### src/rtl/imem_loader.sv
// imem_loader: byte-stream program loader that fills instruction RAM and gates core reset
// Ports:
//   clk, rst_n           clock, asynchronous active-low reset
//   start                begins a load session when not busy
//   byte_valid/byte_data input byte stream, handshaked with byte_ready
//   mem_we/addr/wdata    one-cycle write strobe, address and 16-bit word to instruction RAM
//   cpu_rst              holds the core in reset unless the last load completed cleanly
//   busy, done, error    session in progress, last load good (sticky), last load failed (sticky)
module imem_loader #(
  parameter int ADDR_W = 11
) (
  input  logic              clk,
  input  logic              rst_n,
  input  logic              start,
  input  logic              byte_valid,
  input  logic [7:0]        byte_data,
  output logic              byte_ready,
  output logic              mem_we,
  output logic [ADDR_W-1:0] mem_addr,
  output logic [15:0]       mem_wdata,
  output logic              cpu_rst,
  output logic              busy,
  output logic              done,
  output logic              error
);
  localparam logic [2:0] IDLE    = 3'd0;
  localparam logic [2:0] LEN_HI  = 3'd1;
  localparam logic [2:0] LEN_LO  = 3'd2;
  localparam logic [2:0] DATA_HI = 3'd3;
  localparam logic [2:0] DATA_LO = 3'd4;
  localparam logic [2:0] CSUM    = 3'd5;
  localparam logic [2:0] DONE    = 3'd6;
  localparam logic [2:0] ERROR   = 3'd7;
  localparam logic [16:0] MAX_N = 17'(1) << ADDR_W;
  logic [2:0]      state;
  logic [7:0]      len_hi;
  logic [7:0]      hi;
  logic [7:0]      csum;
  logic [ADDR_W:0] len;
  logic [ADDR_W:0] wcnt;
  logic [15:0]     n;
  logic            xfer;
  logic            bad_len;
  assign byte_ready = state >= LEN_HI && state <= CSUM;
  assign busy       = byte_ready;
  assign done       = state == DONE;
  assign error      = state == ERROR;
  assign cpu_rst    = state != DONE;
  assign xfer       = byte_valid && byte_ready;
  assign n          = {len_hi, byte_data};
  assign bad_len    = n == 16'd0 || {1'b0, n} > MAX_N;
  always_ff @(posedge clk or negedge rst_n) begin
    if (!rst_n) begin
      state     <= IDLE;
      len_hi    <= '0;
      hi        <= '0;
      csum      <= '0;
      len       <= '0;
      wcnt      <= '0;
      mem_we    <= 1'b0;
      mem_addr  <= '0;
      mem_wdata <= '0;
    end else begin
      mem_we <= 1'b0;
      // saturate so the final word of a full-capacity load leaves the address at the top
      if (mem_we && mem_addr != '1) mem_addr <= mem_addr + ADDR_W'(1);
      case (state)
        IDLE, DONE, ERROR: if (start) begin
          state    <= LEN_HI;
          mem_addr <= '0;
          wcnt     <= '0;
          csum     <= '0;
        end
        LEN_HI: if (xfer) begin
          len_hi <= byte_data;
          state  <= LEN_LO;
        end
        LEN_LO: if (xfer) begin
          len   <= n[ADDR_W:0];
          state <= bad_len ? ERROR : DATA_HI;
        end
        DATA_HI: if (xfer) begin
          hi    <= byte_data;
          csum  <= csum ^ byte_data;
          state <= DATA_LO;
        end
        DATA_LO: if (xfer) begin
          mem_we    <= 1'b1;
          mem_wdata <= {hi, byte_data};
          csum      <= csum ^ byte_data;
          wcnt      <= wcnt + (ADDR_W+1)'(1);
          state     <= wcnt + (ADDR_W+1)'(1) == len ? CSUM : DATA_HI;
        end
        CSUM: if (xfer) state <= byte_data == csum ? DONE : ERROR;
        default: state <= IDLE;
      endcase
    end
  end
endmodule

### config.mk
export PLATFORM = sky130hd
export DESIGN_NAME = imem_loader
export DESIGN_NICKNAME = d
export VERILOG_FILES = /design/src/rtl/imem_loader.sv
export SDC_FILE = /design/constraint.sdc
export NUM_CORES = 1
export LEC_CHECK = 0
export BUFFER_PORTS_ARGS = -buffer_cell sky130_fd_sc_hd__buf_2
export CAP_MARGIN = 20
export CORE_MARGIN = 3
export CORE_UTILIZATION = 55
export DETAILED_ROUTE_END_ITERATION = 8
export PLACE_DENSITY = 0.76
export SLEW_MARGIN = 20
export SYNTH_ARGS = -nofsm -noshare
export SYNTH_HDL_FRONTEND = slang
export SYNTH_SLANG_ARGS = --single-unit
### constraint.sdc
create_clock -name clk -period 2.4 [get_ports clk]
set_input_delay 0.12 -clock clk [delete_from_list [all_inputs] [get_ports clk]]
set_output_delay 0.12 -clock clk [all_outputs]
set_load 0.01 [all_outputs]
==> results by group, run 1 <==
Outcome
  • Status: complete, no violations

Clocking
  • Clock transition at the registers of the reported paths: 0.09 ns
  • Maximum buffer depth of the clock tree: 2
  • CTS H-Tree Depth: 3
  • Clock Root Buffer: clkbuf_8
  • Clock tree from TritonCTS: built
  • Clock sinks: 79
  • Post-CTS setup-driven buffer insertion count: 0
  • Post-cts gate resize count: 0
  • Clock latency of the later-clocked register in the worst-skew pair: 0.35 ns
  • Cts bufs inserted: 9
  • Post-CTS Hold Fix Bufs: 1

STA
  • Fmax achieved: 476 MHz
  • Worst slew pin tran: 0.610 ns
  • Final Hold Violating Endpoints: 0
  • Post-route clock skew: 0.0125 ns
  • Clock period minus final worst setup slack: 2.10 ns
  • Tightest slew margin relative to the limit: 58.3%
  • Tcrit/Tclk final: 87.5%
  • Setup_tns: 0 ns
  • Number of setup violations in the final report: 0
  • Count of final max-slew check failures: 0
  • RSZ-0062 raised after global routing: no

Synthesis
  • Share of synthesized area occupied by flip-flops and latches: 49.9%
  • Unique masters post-synth: 52
  • Synth Area in XOR/XNOR: 7.21%
  • Post-Synth Adder-Cell Area: 0.948%
  • Post-synthesis average cell area: 10.3 µm²
  • Share of synthesized flip-flops with an asynchronous set or reset: 100%
  • Combinational family with the most area after synthesis: simple AND/OR/NAND/NOR gates
  • Top area cells in the synthesized netlist: dfrtp_1, mux2_2, nand2_1
  • Synth warn: 0
  • Flip-flop and latch count after synthesis: 79
  • Post-synthesis instance area: 0.00396 mm²
  • Area share of the largest cell type after synthesis: 49.9%
  • Flip-flop cell with the highest count after synthesis: dfrtp_1
  • Count of flip-flops with a built-in enable after synthesis: 0
  • Net count after synthesis: 399
  • Compound-Gate Fraction of Synth Area: 11.9%
  • Synthesized-area fraction occupied by and/or/nand/nor cells: 18.1%
  • Biggest area consumer among synthesized cells: dfrtp_1
  • Mux cell area share after synthesis: 9.77%
  • Post-Syn Instances: 384

Die
  • Starting utilization of the core area: 57.6%
  • Num rows: 30
  • Area of the core region: 0.00687 mm²
  • Vertical die dimension: 90.8 µm
  • Boundary Pins: 45
  • Die X-Extent: 90.8 µm
  • Die Footprint: 0.00825 mm²

Routing
  • Residual antenna-violating net count after detailed routing: 0
  • Drt via density: 5.67
  • Remaining routing DRC violations: 0
  • Total vias in the final route: 3024
  • First-pass iteration count of the detailed router: 4
  • Post-Route WL: 8.73 mm
  • Mean routed wirelength per cell: 16.4 µm
  • First-iteration detailed-routing DRC count: 235

Job
  • Maximum capacitance violations: 0

Power and ir drop
  • Static power due to leakage: 2.09 nW
  • Power per Cell Area: 1070 mW/mm²
  • Max IR drop VDD: 0.000565 V

Place
  • Placed wire-length estimate: 6.01 mm
  • Placed instance count: 515
  • Port Buffers: 44
  • Weighted congestion at the end of routability-driven global placement: 0.886

Final layout
  • Filler cell count in the final layout: 549
  • Final non-filler cell total: 533
  • Layout-stage area growth over the synthesis result: 14.3%
  • Net total in the final layout: 447
  • Share of final-layout standard cells stronger than drive strength 1: 23.6%
  • Number of diodes: 0

GRT
  • Wire length of the first global-routing pass: 14.7 mm
  • Vias in the first global route: 3008
  • Largest net degree at the start of global routing: 80
  • All-layer global routing usage: 22.4%
  • Total overflow reported by the global router: 0
  • Antenna violations before repair: 0

Critical path
  • Critical path class: register to register
  • Critical register-to-register path startpoint: wcnt[0]
  • Reg-to-reg slack, setup: 0.30 ns
  • End of the worst register-to-register path: state[2]
  • Critical path peak fanout: 8
  • Nature of the critical path startpoint: register
  • Critical path arrival: 2.38 ns
  • Kind of end point of the critical path: register
  • Data required time at the worst endpoint: 2.68 ns
  • Worst reg2reg path depth: 6

Min path
  • Worst hold stages: 3
  • Hold path startpoint: byte_data[6]
  • Hold/Removal Path Class: input pin to register
  • Terminating pin of the worst hold path: mem_wdata[6]
-- metrics by stage --
step                      total power [W]  worst slack, ns  util [%]  hold slack (ns)  area (µm²)
after floorplan                   0.00329            0.543         -           -0.176        3960
after global placement            0.00376            0.417      62.5            0.339        4290
after detailed placement          0.00383            0.321      62.5            0.347        4290
after CTS                         0.00485            0.312      65.6           0.0783        4500
after global routing              0.00516            0.146      65.9           0.0756        4520
final                             0.00482            0.301      65.9           0.0883        4520
-- Yosys cell counts (6+ instances only) --
cell type   n
o2bb2ai_1   8
nand2_1    63
nand3_1    11
nand2b_1    8
o21ai_0    24
xor2_1     11
nand4_1     7
nor2_1     19
and3_1      6
xnor2_1    19
clkbuf_1   12
mux2_2     29
dfrtp_1    79
a21oi_1     7
mux2i_1     6
-- cell families (layout without fill, tap and decap cells) --
family                   count (synthesis)  after routing
AND/OR/NAND/NOR                        145            145
multiplexers                            35             35
flip-flops                              79             79
adder cells (fa/ha/maj)                  3              3
AO/OA/AOI/OAI                           70             70
buffers and inverters                   21             74
XOR/XNOR                                31             31
-- layer usage --
| layer | GRT usage (%) | up-vias | share of wire, % |
|---|---|---|---|
| met5 | 0 | - | 0 |
| met4 | 6.53 | 0 | 1.0 |
| met3 | 5.08 | 7 | 6.2 |
| met2 | 36.1 | 80 | 49 |
| met1 | 30.5 | 1484 | 44 |
| li1 | - | 1453 | - |
-- sequential cells by signal, indices dropped and copies added (netlist names) --
name	count
mem_wdata	16
mem_addr	11
len	12
hi	8
len_hi	8
state	3
wcnt	12
csum	8
mem_we	1
-- area by class of cell --
type                            instances  area [µm²]  area share [%]
Clock buffer                            9         124            2.74
Inverter                                5        18.8           0.415
Timing Repair Buffer                   53         305            6.75
Clock inverter                          7        77.6            1.71
Tap cell                               96         120            2.65
Sequential cell                        79        1980            43.7
Multi-Input combinational cell        284        1900            42.0
-- how the worst max path moves through the flow --
stage                 start  endpoint  slack [ns]  cells after the start
finish              wcnt[0]  state[2]        0.30                      6
detailed placement  wcnt[0]  state[1]        0.32                      6
global placement    wcnt[0]  state[1]        0.42                      6
global route        wcnt[0]  state[2]        0.15                      6
CTS                 wcnt[0]  state[1]        0.31                      6
floorplan           wcnt[0]  state[1]        0.54                      6
-- cell usage in the layout, fill, tap and decap left out, drive strengths merged, types with 2 or more instances in the layout --
cell type / instances
dfrtp: 79
nand2: 63
buf: 52
mux2: 29
o21ai: 27
nor2: 19
xnor2: 19
nand3: 11
xor2: 11
clkbuf: 9
nand2b: 8
o2bb2ai: 8
inv: 8
nand4: 7
a21oi: 7
and3: 6
mux2i: 6
o31ai: 6
or3: 5
and4: 5
and2: 4
nor2b: 4
a211oi: 3
nor3: 3
o21a: 3
ha: 3
or4: 3
o41ai: 2
a22oi: 2
and3b: 2
a31oi: 2
clkinv: 2
-- where the power goes --
| group | total, W | switching, W | leakage (nW) | internal [W] |
|---|---|---|---|---|
| Combinational | 0.00163 | 0.000802 | 0.974 | 0.000823 |
| Sequential | 0.00219 | 0.000401 | 1.02 | 0.00178 |
| Clock | 0.00101 | 0.000521 | 0.101 | 0.000492 |
| Total | 0.00482 | 0.00172 | 2.09 | 0.00310 |
-- worst max-delay path, stage by stage (launching register included) --
cell	delay [ns]
dfrtp_1	0.47
ha_1	0.24
and4_1	0.24
a21oi_1	0.15
o211ai_1	0.09
a2111oi_0	0.62
a31o_1	0.23
No activity file was read; power rests on OpenSTA's default activity.
==> inputs of run 2 (changes only) <==
Settings changed: ABC_AREA set to 1.
==> results by group, run 2 <==
GRT
  • All-layer global routing usage: 23.8% (+1.4 points)
  • Largest net degree at the start of global routing: 47 (-41%)
  • Vias in the first global route: 3440 (+14%)
  • Antenna violations before repair: 0 (unchanged)
  • Total overflow reported by the global router: 0 (unchanged)
  • Wire length of the first global-routing pass: 15.9 mm (+8.2%)

Routing
  • Remaining routing DRC violations: 0 (unchanged)
  • Mean routed wirelength per cell: 13.6 µm (-17%)
  • First-iteration detailed-routing DRC count: 273 (+16%)
  • Residual antenna-violating net count after detailed routing: 0 (unchanged)
  • Drt via density: 5.35 (-5.6%)
  • Post-Route WL: 9.26 mm (+6.0%)
  • First-pass iteration count of the detailed router: 5 (+1)
  • Total vias in the final route: 3641 (+20%)

Final layout
  • Registers with the most flip-flops: mem_wdata x16, len x12, wcnt x12
  • Most common cell after layout, fill and taps aside: nand2_1
  • Share of final-layout standard cells stronger than drive strength 1: 13.4% (-10 points)
  • Net total in the final layout: 594 (+33%)
  • Post-route design area: 0.00456 mm² (+0.69%)
  • Register bank with the most flops: mem_wdata
  • Top library cells by usage in the layout, fill and taps aside: nand2_1, dfrtp_1, inv_1
  • Layout-stage area growth over the synthesis result: 12.9%
  • Number of diodes: 0 (unchanged)
  • Flip-flop count of the largest register, all copies and words added: 16 (unchanged)

STA
  • Tightest slew margin relative to the limit: 56.1% (-2.2 points)
  • Number of setup violations in the final report: 0 (unchanged)
  • Fmax achieved: 511 MHz (+7.3%)
  • Post-route clock skew: 0.00927 ns (-0.00323 ns)
  • Clock period minus final worst setup slack: 1.96 ns (-0.142 ns)
  • Tcrit/Tclk final: 81.6% (-5.9 points)
  • RSZ-0062 raised after global routing: no
  • Count of final max-slew check failures: 0 (unchanged)
  • Final Hold Violating Endpoints: 0 (unchanged)
  • Worst slew pin tran: 0.657 ns (+0.0467 ns)
  • Final worst setup slack: 0.443 ns (+0.142 ns)
  • Setup_tns: 0 ns (unchanged)

Clocking
  • Clock tree from TritonCTS: built
  • Clock sinks: 79 (unchanged)
  • Post-cts gate resize count: 0 (unchanged)
  • Post-CTS setup-driven buffer insertion count: 0 (unchanged)
  • Maximum buffer depth of the clock tree: 2 (unchanged)
  • CTS H-Tree Depth: 3 (unchanged)
  • Post-CTS Hold Fix Bufs: 1 (unchanged)
  • Clock transition at the registers of the reported paths: 0.09 ns (about the same)
  • Cts bufs inserted: 9 (unchanged)
  • Clock Root Buffer: clkbuf_8
  • Clock latency of the later-clocked register in the worst-skew pair: 0.36 ns (about the same)

Min path
  • Terminating pin of the worst hold path: csum[7]
  • Hold/Removal Path Class: input pin to register
  • Hold path startpoint: byte_data[7]
  • Worst hold stages: 4 (+1)

Critical path
  • Data required time at the worst endpoint: 2.64 ns (-0.04 ns)
  • End of the worst register-to-register path: mem_addr[2]
  • Number of buffers and inverters on the critical path: 1 (+1)
  • Reg-to-reg slack, setup: 0.44 ns (+0.14 ns)
  • Worst reg2reg path depth: 10 (+4)
  • Critical path arrival: 2.19 ns (-0.19 ns)
  • Critical path class: register to register
  • Number of cells on the critical path: 10 (+4)
  • Ordered list of cells on the worst path: nand2_1 > nor2_1 > nand4_1 > nor2_1 > nand4_1 > nand2_1 > inv_1 > nand2_1 > xor2_1 > nor2_1
  • Largest stage delay on the critical path: 0.41 ns (-0.21 ns)
  • Kind of end point of the critical path: register
  • Cell with the largest stage delay on the worst path: dfrtp_1
  • Nature of the critical path startpoint: register
  • Cell type group with the largest total delay on the critical path: simple AND/OR/NAND/NOR gates
  • Critical register-to-register path startpoint: mem_addr[2]
  • Critical path peak fanout: 7 (-1)

Power and ir drop
  • P_int: 0.00284 W (-8.4%)
  • Power per Cell Area: 1060 mW/mm² (-0.36%)
  • Power share of the sequential group: 44.0% (-1.3 points)
  • Switching part of the total: 41.4% (+5.6 points)
  • Static power due to leakage: 2.37 nW (+13%)
  • Max IR drop VDD: 0.000618 V (+9.5%)
  • Switch Pwr: 0.00200 W (+16%)
  • Share of total power in combinational logic: 36.6% (+2.9 points)
  • Sum of internal, switching and leakage power: 0.00484 W (+0.33%)
  • Clock share of power: 19.3% (-1.7 points)

Synthesis
  • Top area cells in the synthesized netlist: dfrtp_1, nand2_1, o21ai_0
  • Post-synthesis instance area: 0.00404 mm² (+1.9%)
  • Cell with the most instances after synthesis: nand2_1
  • Share of synthesized flip-flops with an asynchronous set or reset: 100% (unchanged)
  • Post-Syn Instances: 529 (+38%)
  • Flip-flop and latch count after synthesis: 79 (unchanged)
  • Synth warn: 0 (unchanged)
  • Post-synthesis average cell area: 7.63 µm² (-26%)
  • Share of synthesized area occupied by flip-flops and latches: 49.0% (-0.94 points)
  • Commonest cells in the netlist: nand2_1, dfrtp_1, inv_1
  • Biggest area consumer among synthesized cells: dfrtp_1
  • Flip-flop cell with the highest count after synthesis: dfrtp_1
  • Net count after synthesis: 544 (+36%)
  • Area share of the largest cell type after synthesis: 49.0% (-0.94 points)
  • Count of flip-flops with a built-in enable after synthesis: 0 (unchanged)
  • Unique masters post-synth: 30 (-42%)

Die
  • Boundary Pins: 45 (unchanged)
  • Num rows: 30 (unchanged)
  • Die Footprint: 0.00840 mm² (+1.8%)
  • Starting utilization of the core area: 58.1% (+0.48 points)
  • Die X-Extent: 91.7 µm (+0.90%)
  • Area of the core region: 0.00694 mm² (+1.1%)
  • Vertical die dimension: 91.7 µm (+0.90%)

Place
  • Total cell area at the placement stage: 0.00436 mm² (+1.7%)
  • Worst slack at placement: 0.482 ns (+0.161 ns)
  • Port Buffers: 44 (unchanged)
  • Weighted congestion at the end of routability-driven global placement: 0.862 (-2.7%)
  • Placed wire-length estimate: 6.67 mm (+11%)

Outcome
  • Status: complete, no violations

Job
  • Maximum capacitance violations: 0 (unchanged)
==> run 2: changes by cell type after synthesis, sizes merged, moves of 19 or more <==
| cell | delta |
|---|---|
| mux2 | -29 |
| o21ai | +30 |
| nor2 | +32 |
| nand2 | +94 |
| inv | +64 |
| nand3 | +42 |
| xnor2 | -19 |
==> run 2: layout make-up <==
cell class                 instances  area, µm²
inverter                          69        259
tap                               96        120
fill                             606       2390
clock buffer                      11        141
sequential                        79       1980
clock inverter                     5       40.0
timing repair buffer              52        285
multi-input combinational        368       1730
==> run 2: metal layers <==
layer | global-route usage (%) | vias up | wire length [µm]
li1 | - | 1799 | -
met1 | 31.9 | 1721 | 4170
met2 | 38.5 | 104 | 4370
met3 | 5.09 | 17 | 482
met4 | 8.42 | 0 | 227
met5 | 0 | - | 0
==> run 2: kinds of logic after synthesis <==
kind of cell    count (synthesis)  synth area share [%]
simple gates                  283                  30.0
compound gates                 73                  10.0
xor+xnor                        9                  1.95
buf+inv                        82                  8.06
fa+ha+maj                       3                 0.930
flops                          79                  49.0
==> run 2: stage by stage <==
stage	instances	util [%]	hold slack [ns]
2_1_floorplan	529	-	-0.176
3_3_place_gp	663	62.8	0.162
3_5_place_dp	663	62.8	0.161
4_1_cts	680	65.6	0.0849
5_1_grt	680	65.6	0.0982
6_report	680	65.6	0.0860
==> run 2: tightest hold or removal path, delay by kind of cell <==
family | cells | cell delay (ns)
compound gates | 1 | 0.04
simple gates | 1 | 0.08
xor+xnor | 1 | 0.09
buf+inv | 1 | 0.09
==> run 2: worst max path at each step <==
stage                            from           to  slack, ns
after global routing          wcnt[1]     state[1]       0.21
after floorplan               wcnt[0]     state[1]       0.76
after global placement    mem_addr[2]  mem_addr[2]       0.46
final                     mem_addr[2]  mem_addr[2]       0.44
after detailed placement  mem_addr[3]  mem_addr[2]       0.48
after CTS                 mem_addr[3]  mem_addr[2]       0.46
==> run 2: power by group through the flow <==
| stage | Sequential [W] | Clock (W) | Combinational (W) |
|---|---|---|---|
| global route | 0.00219 | 0.00101 | 0.00203 |
| CTS | 0.00212 | 0.000948 | 0.00177 |
| finish | 0.00213 | 0.000936 | 0.00177 |
| detailed placement | 0.00214 | 0 | 0.00176 |
| global placement | 0.00213 | 0 | 0.00170 |
| floorplan | 0.00214 | 0 | 0.00122 |
==> inputs of run 3 (changes only) <==
Settings changed: ABC_AREA 1 to 0.
Clock period 2.4 ns to 2 ns, I/O delays scaled along.
==> results by group, run 3 (synthesized netlist as in run 1, its figures left out) <==
Critical path
  • Data required time at the worst endpoint: 2.23 ns (-0.41 ns)
  • Number of buffers and inverters on the critical path: 1 (unchanged)
  • Kind of end point of the critical path: register
  • Ordered list of cells on the worst path: ha_1 > and4_2 > a21oi_1 > o211ai_1 > a2111oi_4 > buf_4 > a31oi_1
  • Critical path peak fanout: 4 (-3)
  • Critical path class: register to register
  • Nature of the critical path startpoint: register
  • Number of cells on the critical path: 7 (-3)
  • Critical path arrival: 2.23 ns (+0.04 ns)
  • Cell with the largest stage delay on the worst path: dfrtp_1
  • Worst reg2reg path depth: 7 (-3)
  • Largest stage delay on the critical path: 0.39 ns (-0.02 ns)
  • Critical register-to-register path startpoint: wcnt[0]
  • Cell type group with the largest total delay on the critical path: compound AO/OA/AOI/OAI gates
  • Reg-to-reg slack, setup: 0.000008 ns (-0.44 ns)
  • End of the worst register-to-register path: state[1]

Place
  • Port Buffers: 44 (unchanged)
  • Total cell area at the placement stage: 0.00448 mm² (+2.6%)
  • Placed wire-length estimate: 6.62 mm (-0.67%)
  • Weighted congestion at the end of routability-driven global placement: 0.922 (+6.9%)
  • Worst slack at placement: -0.109 ns (-0.591 ns)
  • Placed instance count: 538 (-19%)

Routing
  • Total vias in the final route: 3221 (-12%)
  • Mean routed wirelength per cell: 17.2 µm (+26%)
  • First-pass iteration count of the detailed router: 4 (-1)
  • Post-Route WL: 9.54 mm (+3.1%)
  • Drt via density: 5.80 (+8.4%)
  • Remaining routing DRC violations: 0 (unchanged)
  • Residual antenna-violating net count after detailed routing: 0 (unchanged)
  • First-iteration detailed-routing DRC count: 277 (+1.5%)

Outcome
  • Status: complete, no violations

Final layout
  • Most common cell after layout, fill and taps aside: dfrtp_1
  • Share of final-layout standard cells stronger than drive strength 1: 28.5% (+15 points)
  • Post-route design area: 0.00471 mm² (+3.4%)
  • Final non-filler cell total: 555 (-18%)
  • Registers with the most flip-flops: mem_wdata x16, len x12, wcnt x12
  • Top library cells by usage in the layout, fill and taps aside: dfrtp_1, nand2_1, buf_2
  • Register bank with the most flops: mem_wdata
  • Flip-flop count of the largest register, all copies and words added: 16 (unchanged)
  • Layout-stage area growth over the synthesis result: 19.0%
  • Net total in the final layout: 469 (-21%)
  • Number of diodes: 0 (unchanged)

Clocking
  • Clock sinks: 79 (unchanged)
  • Post-CTS setup-driven buffer insertion count: 0 (unchanged)
  • Cts bufs inserted: 9 (unchanged)
  • CTS H-Tree Depth: 3 (unchanged)
  • Clock tree from TritonCTS: built
  • Clock transition at the registers of the reported paths: 0.08 ns (about the same)
  • Clock Root Buffer: clkbuf_8
  • Clock latency of the later-clocked register in the worst-skew pair: 0.36 ns (about the same)
  • Maximum buffer depth of the clock tree: 2 (unchanged)

Min path
  • Terminating pin of the worst hold path: state[0]
  • Worst hold stages: 2 (-2)
  • Hold path startpoint: byte_valid
  • Hold/Removal Path Class: input pin to register

STA
  • Post-route clock skew: 0.00925 ns (-0.0000215 ns)
  • Worst slew pin tran: 0.655 ns (-0.00223 ns)
  • Final worst setup slack: 0.00000777 ns (-0.443 ns)
  • Final Hold Violating Endpoints: 0 (unchanged)
  • Fmax achieved: 500 MHz (-2.1%)
  • Tcrit/Tclk final: 100% (+18 points)
  • Worst hold slack: 0.0799 ns (-0.00607 ns)
  • Tightest slew margin relative to the limit: 56.4% (+0.25 points)
  • Count of final max-slew check failures: 0 (unchanged)
  • Clock period minus final worst setup slack: 2.00 ns (+0.0428 ns)
  • Number of setup violations in the final report: 0 (unchanged)

Die
  • Boundary Pins: 45 (unchanged)
  • Vertical die dimension: 90.8 µm (-0.89%)
  • Die Footprint: 0.00825 mm² (-1.8%)
  • Starting utilization of the core area: 57.6% (-0.48 points)
  • Num rows: 30 (unchanged)
  • Die X-Extent: 90.8 µm (-0.89%)
  • Area of the core region: 0.00687 mm² (-1.1%)

Power and ir drop
  • Max IR drop VDD: 0.000666 V (+7.8%)
  • Power per Cell Area: 1250 mW/mm² (+17%)
  • Static power due to leakage: 2.19 nW (-7.8%)

GRT
  • Wire length of the first global-routing pass: 15.9 mm (-0.30%)
  • Antenna violations before repair: 0 (unchanged)
  • Largest net degree at the start of global routing: 50 (+6.4%)
  • All-layer global routing usage: 24.5% (+0.67 points)
  • Total overflow reported by the global router: 0 (unchanged)
  • Vias in the first global route: 3128 (-9.1%)

Job
  • Maximum capacitance violations: 0 (unchanged)
run 3: changes by cell type in the layout (fill, tap and decap cells not counted), moves of 22 or more:
| cell | before | now |
|---|---|---|
| nand2_1 | 156 | 63 |
| nor2_1 | 47 | 19 |
| inv_1 | 69 | 4 |
| nand3_1 | 51 | 11 |
| mux2_2 | 0 | 29 |
| o21ai_0 | 54 | 24 |
| buf_4 | 8 | 30 |
run 3: worst register-to-register path: stages, from the launching register on:
cell and delay [ns]:
dfrtp_1 0.39, ha_1 0.23, and4_2 0.29, a21oi_1 0.19
o211ai_1 0.16, a2111oi_4 0.36, buf_4 0.18, a31oi_1 0.07
run 3: worst max path at each step:
stage / startpoint / endpoint / slack (ns)
2_1_floorplan: wcnt[0] / state[1] / 0.14
3_3_place_gp: wcnt[0] / state[1] / -0.12
3_5_place_dp: wcnt[0] / state[1] / -0.11
4_1_cts: state[0] / csum[2] / 0.02
5_1_grt: wcnt[0] / state[1] / -0.04
6_report: wcnt[0] / state[1] / 0.000008
run 3: where the power goes:
part | switching [W] | internal, W | total [W]
registers | 0.000384 | 0.00214 | 0.00253
logic | 0.00116 | 0.00110 | 0.00226
clock network | 0.000597 | 0.000483 | 0.00108
run 3: cell type report:
type	count	area [µm²]
clock buffers	11	141
clock inverters	5	33.8
fillers	551	2160
inverters	5	18.8
multi-input cells	284	1950
flip-flops and latches	79	1980
well taps	96	120
repair buffers	75	470
run 3: through the flow:
| stage | TNS (ns) | power (W) | utilization (%) |
|---|---|---|---|
| after detailed placement | -0.202 | 0.00474 | 65.2 |
| after global routing | -0.0692 | 0.00627 | 68.6 |
| after global placement | -0.221 | 0.00464 | 65.2 |
| final | 0 | 0.00587 | 68.6 |
| after CTS | 0 | 0.00585 | 68.0 |
| after floorplan | 0 | 0.00395 | - |
run 3: per-layer routing:
layer / wire length (µm) / global-route usage, %
met1: 4190 / 33.8
met2: 4550 / 37.9
met3: 589 / 6.08
met4: 212 / 8.42
met5: 0 / 0
run 3: timing repair:
action | CTS | global route
hold buffers | 1 | 0
resized for setup | 2 | 7
pin swaps | 0 | 1
endpoints found under the hold margin | 48 | 0
endpoints found under the setup margin | 2 | 10
